===== config.mk =====
export PLATFORM = sky130hd
export DESIGN_NAME = cmplx_alu_seq
export DESIGN_NICKNAME = d
export VERILOG_FILES = /design/src/rtl/cmplx_alu_pkg.sv /design/src/rtl/cmplx_alu_seq_sm_addsub.sv /design/src/rtl/cmplx_alu_seq.sv
export SDC_FILE = /design/constraint.sdc
export NUM_CORES = 1
export LEC_CHECK = 0
export ABC_AREA = 0
export CAP_MARGIN = 20
export CORE_MARGIN = 2
export CORE_UTILIZATION = 40
export DETAILED_ROUTE_END_ITERATION = 8
export GPL_TIMING_DRIVEN = 0
export PLACE_DENSITY_LB_ADDON = 0.12
export SETUP_SLACK_MARGIN = 0.3
export SLEW_MARGIN = 0
export SYNTH_ARGS = -nofsm -noshare
export SYNTH_HDL_FRONTEND = slang
export SYNTH_SLANG_ARGS = --single-unit

===== constraint.sdc =====
create_clock -name clk -period 28.3 [get_ports clk]
set_input_delay 8.49 -clock clk [delete_from_list [all_inputs] [get_ports clk]]
set_output_delay 8.49 -clock clk [all_outputs]
set_load 0.05 [all_outputs]

===== src/rtl/cmplx_alu_pkg.sv =====
// cmplx_alu_pkg: shared op/state enums and sizing helpers for the complex ALU.
package cmplx_alu_pkg;
  typedef enum logic [1:0] {OP_ADD, OP_SUB, OP_MUL, OP_CMUL} op_e;
  typedef enum logic [2:0] {IDLE, M1, M2, M3, DONE} state_e;
  localparam int MAG_W_DEF = 4;
  function automatic int res_w(input int mag_w);
    return 2 * mag_w + 2;
  endfunction
endpackage


===== src/rtl/cmplx_alu_seq_sm_addsub.sv =====
// sm_addsub: combinational sign-magnitude add/subtract with normalised (never negative) zero.
module sm_addsub #(
  parameter int W = 10
) (
  input  logic [W:0] x,
  input  logic [W:0] y,
  input  logic       sub,
  output logic [W:0] z
);
  logic ys, same, xge;
  logic [W-1:0] m;
  always_comb begin
    ys = y[W] ^ sub;
    same = x[W] == ys;
    xge = x[W-1:0] >= y[W-1:0];
    m = same ? x[W-1:0] + y[W-1:0] : xge ? x[W-1:0] - y[W-1:0] : y[W-1:0] - x[W-1:0];
    z = {(m != '0) & ((same || xge) ? x[W] : ys), m};
  end
endmodule


===== src/rtl/cmplx_alu_seq.sv =====
// cmplx_alu_seq: handshaked sign-magnitude complex ALU, 3-multiply schedule on one multiplier.
// Defining CMPLX_ALU_ZFLAG_EN adds the registered out_zero flag.
module cmplx_alu_seq
  import cmplx_alu_pkg::*;
#(
  parameter int MAG_W = MAG_W_DEF,
  parameter int RES_W = res_w(MAG_W)
) (
  input  logic             clk,
  input  logic             rst,
  input  logic             in_valid,
  output logic             in_ready,
  input  logic [1:0]       op,
  input  logic [MAG_W:0]   a_re,
  input  logic [MAG_W:0]   a_im,
  input  logic [MAG_W:0]   b_re,
  input  logic [MAG_W:0]   b_im,
  output logic             out_valid,
  input  logic             out_ready,
  output logic [RES_W:0]   res_re,
  output logic [RES_W:0]   res_im
`ifdef CMPLX_ALU_ZFLAG_EN
  ,
  output logic             out_zero
`endif
);
  state_e st, nxt;
  logic [MAG_W:0] a, b, c, d, mul_x;
  logic [RES_W:0] k1, k2, prod, pre_x, pre_y, pre_z, re_x, re_y, re_z, im_x, im_y, im_z;
  logic [RES_W-1:0] prod_m;
  logic pre_sub, re_sub, im_sub, accept, wr;
  function automatic logic [MAG_W:0] nz(input logic [MAG_W:0] v);
    return {v[MAG_W] & |v[MAG_W-1:0], v[MAG_W-1:0]};
  endfunction
  function automatic logic [RES_W:0] ext(input logic [MAG_W:0] v);
    return {v[MAG_W] & |v[MAG_W-1:0], {(RES_W-MAG_W){1'b0}}, v[MAG_W-1:0]};
  endfunction
  assign in_ready = st == IDLE;
  assign out_valid = st == DONE;
  assign accept = in_valid && st == IDLE;
  assign wr = (accept && !op[1]) || st == M3;
  // M1: c*(a+b), M2: a*(d-c), M3: b*(c+d); the pre-adder feeds the shared multiplier
  always_comb begin
    nxt = st == IDLE ? (in_valid ? (op[1] ? M1 : DONE) : IDLE) :
          st == M1 ? M2 : st == M2 ? M3 : st == M3 ? DONE :
          (st == DONE && !out_ready) ? DONE : IDLE;
    pre_x = st == M1 ? ext(a) : st == M2 ? ext(d) : ext(c);
    pre_y = st == M1 ? ext(b) : st == M2 ? ext(c) : ext(d);
    pre_sub = st == M2;
    mul_x = st == M1 ? c : st == M2 ? a : b;
    re_x = st == M3 ? k1 : ext(a_re);
    re_y = st == M3 ? prod : ext(b_re);
    re_sub = st == M3 || op == OP_SUB;
    im_x = st == M3 ? k1 : ext(a_im);
    im_y = st == M3 ? k2 : ext(b_im);
    im_sub = st != M3 && op == OP_SUB;
  end
  assign prod_m = {{(RES_W-MAG_W){1'b0}}, mul_x[MAG_W-1:0]} * pre_z[RES_W-1:0];
  assign prod = {(mul_x[MAG_W] ^ pre_z[RES_W]) & |prod_m, prod_m};
  sm_addsub #(.W(RES_W)) u_pre (.x(pre_x), .y(pre_y), .sub(pre_sub), .z(pre_z));
  sm_addsub #(.W(RES_W)) u_re  (.x(re_x),  .y(re_y),  .sub(re_sub),  .z(re_z));
  sm_addsub #(.W(RES_W)) u_im  (.x(im_x),  .y(im_y),  .sub(im_sub),  .z(im_z));
  always_ff @(posedge clk) st <= rst ? IDLE : nxt;
  // conjugation folds into the captured sign of d
  always_ff @(posedge clk) begin
    if (accept) begin
      a <= nz(a_re);
      b <= nz(a_im);
      c <= nz(b_re);
      d <= {(b_im[MAG_W] ^ (op == OP_CMUL)) & |b_im[MAG_W-1:0], b_im[MAG_W-1:0]};
    end
    if (st == M1) k1 <= prod;
    if (st == M2) k2 <= prod;
  end
  always_ff @(posedge clk)
    if (rst) begin
      res_re <= '0;
      res_im <= '0;
    end else if (wr) begin
      res_re <= re_z;
      res_im <= im_z;
    end
`ifdef CMPLX_ALU_ZFLAG_EN
  always_ff @(posedge clk)
    if (rst) out_zero <= 1'b0;
    else if (wr) out_zero <= re_z[RES_W-1:0] == '0 && im_z[RES_W-1:0] == '0;
`endif
endmodule

# [After elaboration in Yosys (flattened, before gate mapping)]
# Cells that the tools add are included.
# W data, S select, Z words.
[totals] word_cells=100 out_inout_bits=24 register_bits=67 in_bits=26
[op_classes] n_mux=26 multipliers=1 reduce_logical=24 bitwise=18 eq_ne=10 n_addsub=9 magnitude_cmp=3
[op_table] cell="$mux W11" n=8
[op_table] cell="$mux W10" n=6
[op_table] cell="$sub A10 B10 Y10" n=6
[op_table] cell="$reduce_or A4 Y1" n=8
[op_table] cell="$add A10 B10 Y10" n=3
[op_table] cell="$ge A10 B10 Y1" n=3
[op_table] cell="$reduce_bool A10 Y1" n=3
[op_table] cell="$mux W3" n=7
[op_table] cell="$and A1 B1 Y1" n=13
[op_table] cell="$mul A4 B10 Y10" n=1
[op_table] cell="$mux W5" n=2
[op_table] cell="$reduce_or A10 Y1" n=1
[op_table] cell="$eq A3 B2 Y1 const B" n=2
[op_table] cell="$logic_or A1 B1 Y1" n=5
[op_table] cell="$xor A1 B1 Y1" n=5
[op_table] cell="$logic_and A1 B1 Y1" n=4
[op_table] cell="$eq A1 B1 Y1" n=3
[op_table] cell="$eq A3 B1 Y1 const B" n=1
[op_table] cell="$eq A3 B3 Y1 const B" n=1
[op_table] cell="$logic_not A3 Y1" n=1
[op_table] cell="$mux W1" n=3
[op_table] cell="$ne A3 B2 Y1 const B" n=1
[op_table] cell="$eq A2 B1 Y1 const B" n=1
[op_table] cell="$eq A2 B2 Y1 const B" n=1
[op_table] cell="$logic_not A1 Y1" n=2

# [Logic depth before layout (Yosys ltp)]
[depth] depth_word=17 ltp_mapped=43

# [Modules after synthesis]
# A second synthesis with hierarchy kept.
[unflattened] hier_cells=1079 area_unflattened_um2=8612.0
[by_module_without_submodules] mod="cmplx_alu_seq" area_per_inst_um2=4045.1 cells_each=446 seq_area_each_um2=1761.7 instances=1
[by_module_without_submodules] mod="sm_addsub at u_pre ..." area_per_inst_um2=1522.7 cells_each=211 seq_area_each_um2=0.0 instances=2
[by_module_without_submodules] mod="sm_addsub at u_im" area_per_inst_um2=1521.5 cells_each=211 seq_area_each_um2=0.0 instances=1

# [Least setup slack after synthesis]
# No wires, ideal clock.
[synth_timing] kind="input -> register" start="input a_re[1]" end="register res_re[10]" setup_ps=134 slack_ps=16144 path_stages=14 arrival_ps=12022 t_required_ps=28166 cell_sequence="a21oi_1 -> inv_1 -> fa_1 -> nand2b_1 -> a21oi_1 -> o41a_1 -> o31ai_1 -> clkbuf_1 -> a21oi_1 -> a21oi_1 -> a31oi_1 -> or4_1 -> o41ai_1 -> nand3_1"
[synth_between] elab_chain_cells=7 elab_cells_between_ends=14 classes_between="add/sub (3); order compare (1); eq/ne (1); mux (4); bitwise (2); reduce/logical (3)"
[synth_rtl] item="start, declared" line="cmplx_alu_seq.sv:14" text="input logic [MAG_W:0] a_re,"
[synth_rtl] item="$reduce_or A4 Y1" line="cmplx_alu_seq.sv:36" text="return {v[MAG_W] & |v[MAG_W-1:0], {(RES_W-MAG_W){1'b0}}, v[MAG_W-1:0]};"
[synth_rtl] item="$and A1 B1 Y1" line="cmplx_alu_seq.sv:36"
[synth_rtl] item="$mux W11 (*)" line="cmplx_alu_seq.sv:51" text="re_x = st == M3 ? k1 : ext(a_re);"
[synth_rtl] item="parallel branches: the longest is 3 deep, another holds $sub A10 B10 Y10"
[synth_rtl] item="$and A1 B1 Y1 (*)" line="cmplx_alu_seq_sm_addsub.sv:17" text="z = {(m != '0) & ((same || xge) ? x[W] : ys), m};"
[synth_rtl] item="end signal, assigned" line="cmplx_alu_seq.sv:80" text="res_re <= re_z;"
[synth_rtl] item="end, declared" line="cmplx_alu_seq.sv:20" text="output logic [RES_W:0] res_re,"
# Every way passes the cells marked *.
# A chain may end at the register's enable or synchronous reset.

# [Final worst setup path]
# Ends and elaborated chain as after synthesis.

==> key figures <==
Finish
  – NumNets Final: between 1000 and 1500
  – Commonest cells after routing, fill and taps aside: nand2_1, inv_1, nor2_1
  – Most common cell after layout, fill and taps aside: nand2_1
  – Final instance area: approximately 8200 um2
  – # fillers: 1762
  – Layout cells sized above 1: under 10%
  – Area grow syn2layout: 14.9%
  – Ant. Diodes: 0

Yosys
  – Syn Area/Cell: about 8.3 um2
  – Syn. warnings: 0
  – Register bit count reported by yosys: 67
  – Synth Cell Area: 7170 um2
  – Post-synthesis cell count: ~860
  – Sequential share of the synthesized area: around a quarter
  – Post-synthesis cell type count: 79
  – Main flop type after synthesis: edfxtp_1
  – Async SR Flop Fraction: 0%
  – Synth Net Count: 992
  – Number of synthesized flops with an enable pin: 42

Place
  – IO Port Bufs: between 40 and 50
  – Routability congestion estimate: between 0.8 and 0.9
  – Placed cell area: 7930 um2
  – DP HPWL: between 15000 and 20000 um

STA
  – Slew @ Worst Pin: around 0.87 ns
  – Setup-failing EPs final: 0
  – RSZ-0062 raised after global routing: no
  – Max Fclk: ~75 MHz
  – Pins Over Slew Limit: 0
  – Tmin final: 13.40 ns
  – Final hold vios: 0
  – Max transition margin: between 40% and 50%
  – Period utilisation layout: between 40% and 50%
  – Setup TNS: 0 ns
  – Max Clock Skew: about 0.0092 ns

Route
  – Antenna Nets Post-Route: 0
  – Routed len/inst: 17.3 um
  – Vias: just over 6000
  – 1st-iter DRT viols: 444
  – Routed vias/inst: 5.38
  – Residual DRC count: 0
  – Pre-antenna DRT Iters: 5
  – DRT Wirelength: 19900 um

Clocking
  – Worst-Skew Late Latency: 0.35 ns
  – Hold Buf Count CTS: 0
  – Setup Buffers After CTS: 0
  – CTS tree: yes
  – Root Driver: clkbuf_16
  – Total CTS buffers: 9
  – Post-CTS sizing: 0
  – H-tree depth: 3
  – Clock tree buffer depth: 2
  – Clock sink count: 67
  – Reg clk slew, reported paths: ~0.060 ns

Power
  – Clock share of power: between 10% and 20%
  – P_int: 0.382 mW
  – Peak supply drop: roughly 0.075 mV
  – Sequential Power Share: approximately a fifth
  – Net switching power: 0.357 mW
  – Comb pwr share: 63.0%
  – Switching Share: 48.3%
  – Static Leak: about 3.6 nW
  – Cell area power density: 89.8 nW/um2

Floorplanning
  – Io pins: 50
  – Die Height: between 100 and 150 um
  – Row count: between 40 and 50
  – Starting density of the core: 41.1%
  – Die area: around 19000 um2
  – Core Area: about 17000 um2
  – Die width: 138 um

Setup path
  – Critical setup path kind: in2reg
  – Critical Path Sink Type: register
  – Critical path fanouts, max: 10
  – Crit start category: primary input
  – Worst path arrival time: 13.61 ns
  – CP required: 28.50 ns

Global routing
  – Largest net degree at the start of global routing: 22
  – GRT Util Overall: between 20% and 30%
  – Initial antenna violation count: 0
  – GRT overflow: 0
  – Global-route wire length before repair: about 32000 um
  – Number of global-route vias before repair: 5921

Status
  – Outcome: completed

Min path
  – HP Class: reg2reg

Job
  – Total of max-cap violations: 0
[cell families (layout without fill, tap and decap cells)]
family | count (synthesis) | in the layout | synth area share, %
DFF | 67 | 67 | 24.6
xor gates and xnor gates | 32 | 32 | 4.02
adders and majority gates | 102 | 102 | 20.3
and+or+nand+nor | 303 | 303 | 20.1
buffers and inverters | 134 | 198 | 7.23
muxes | 27 | 27 | 4.05
AOI/OAI and AO/OA | 199 | 199 | 19.7
[worst max-delay path, stage by stage]
cell             delay (ns)
clkdlybuf4s50_1        0.48
a21oi_1                0.53
inv_1                  0.21
fa_1                   0.48
nand2b_1               0.09
a21oi_1                0.08
o41a_1                 0.39
o31ai_1                0.54
clkbuf_1               0.55
mux2i_1                0.36
o21ai_0                0.11
a21boi_0               0.28
mux2i_1                0.14
xnor2_1                0.21
o41ai_1                0.52
nand3_1                0.14
[metrics by stage]
stage | utilization, % | std cells | total power, mW | hold slack [ns] | worst slack, ns
final | 47.3 | 1153 | 0.740 | 0.451 | 14.90
after global routing | 47.3 | 1153 | 0.811 | 0.470 | 14.41
after CTS | 47.3 | 1153 | 0.743 | 0.454 | 14.90
after detailed placement | 45.5 | 1137 | 0.621 | 0.446 | 14.54
after global placement | 45.5 | 1137 | 0.622 | 0.441 | 14.58
after floorplan | - | 864 | 0.494 | 0.630 | 16.14
[synthesized netlist by cell type (all sizes together) (5+ instances only)]
cell | n | area [um2]
nand3 | 8 | 40.0
nor2 | 91 | 342
a31oi | 7 | 50.1
o41ai | 6 | 101
dfxtp | 25 | 500
mux2i | 23 | 234
clkbuf | 28 | 105
xnor2 | 21 | 191
nand2 | 101 | 387
inv | 100 | 375
o21ai | 31 | 155
xor2 | 11 | 96.3
buf | 6 | 37.5
o22ai | 6 | 37.5
edfxtp | 42 | 1260
or2 | 8 | 52.6
a21o | 8 | 60.1
nand2b | 11 | 68.8
fa | 24 | 480
nor2b | 12 | 75.1
a211oi | 8 | 65.1
o21bai | 18 | 135
ha | 78 | 976
and3 | 5 | 31.3
nor3 | 26 | 135
o21a | 8 | 60.1
or4 | 5 | 37.5
a21oi | 61 | 305
o31ai | 7 | 66.3
and2 | 10 | 62.6
o221ai | 6 | 77.6
[final cells by class]
class	count	area (um2)	area share, %
tap	225	282	3.42
buffer	34	143	1.73
multi-input combinational	663	4890	59.3
inverter	100	375	4.56
clock buffer	9	225	2.73
sequential	67	1760	21.4
clock inverter	7	82.6	1.00
timing repair buffer	48	480	5.83
[final timing paths]
path	start	to	slack, ns	cells past startpoint
worst max register to register	st[1]	res_re[10]	17.37	37
worst max-delay path	a_re[1]	res_re[10]	14.90	16
worst min-delay path	res_im[9]	res_im[9]	0.45	2
worst min register to register	res_im[9]	res_im[9]	0.45	2
[power groups by stage]
stage / combinational [mW] / sequential (mW) / clock (mW)
after floorplan: 0.327 / 0.166 / 0
after global placement: 0.466 / 0.157 / 0
final: 0.466 / 0.155 / 0.119
after detailed placement: 0.464 / 0.157 / 0
after global routing: 0.529 / 0.157 / 0.125
after CTS: 0.468 / 0.155 / 0.121
[routing by layer]
metal	routed length, um	track usage, %	vias up
met3	1020	3.58	25
met4	397	5.90	0
met1	9830	32.6	2936
met2	8670	33.8	146
li1	-	-	3101
met5	0	0	-
[flip-flops by register name (all words and copies together), names as in the netlist]
signal  cells
res_re     11
st          3
d           5
k1         11
k2         11
a           5
b           5
c           5
res_im     11
Power figures use the tool's default switching activity.
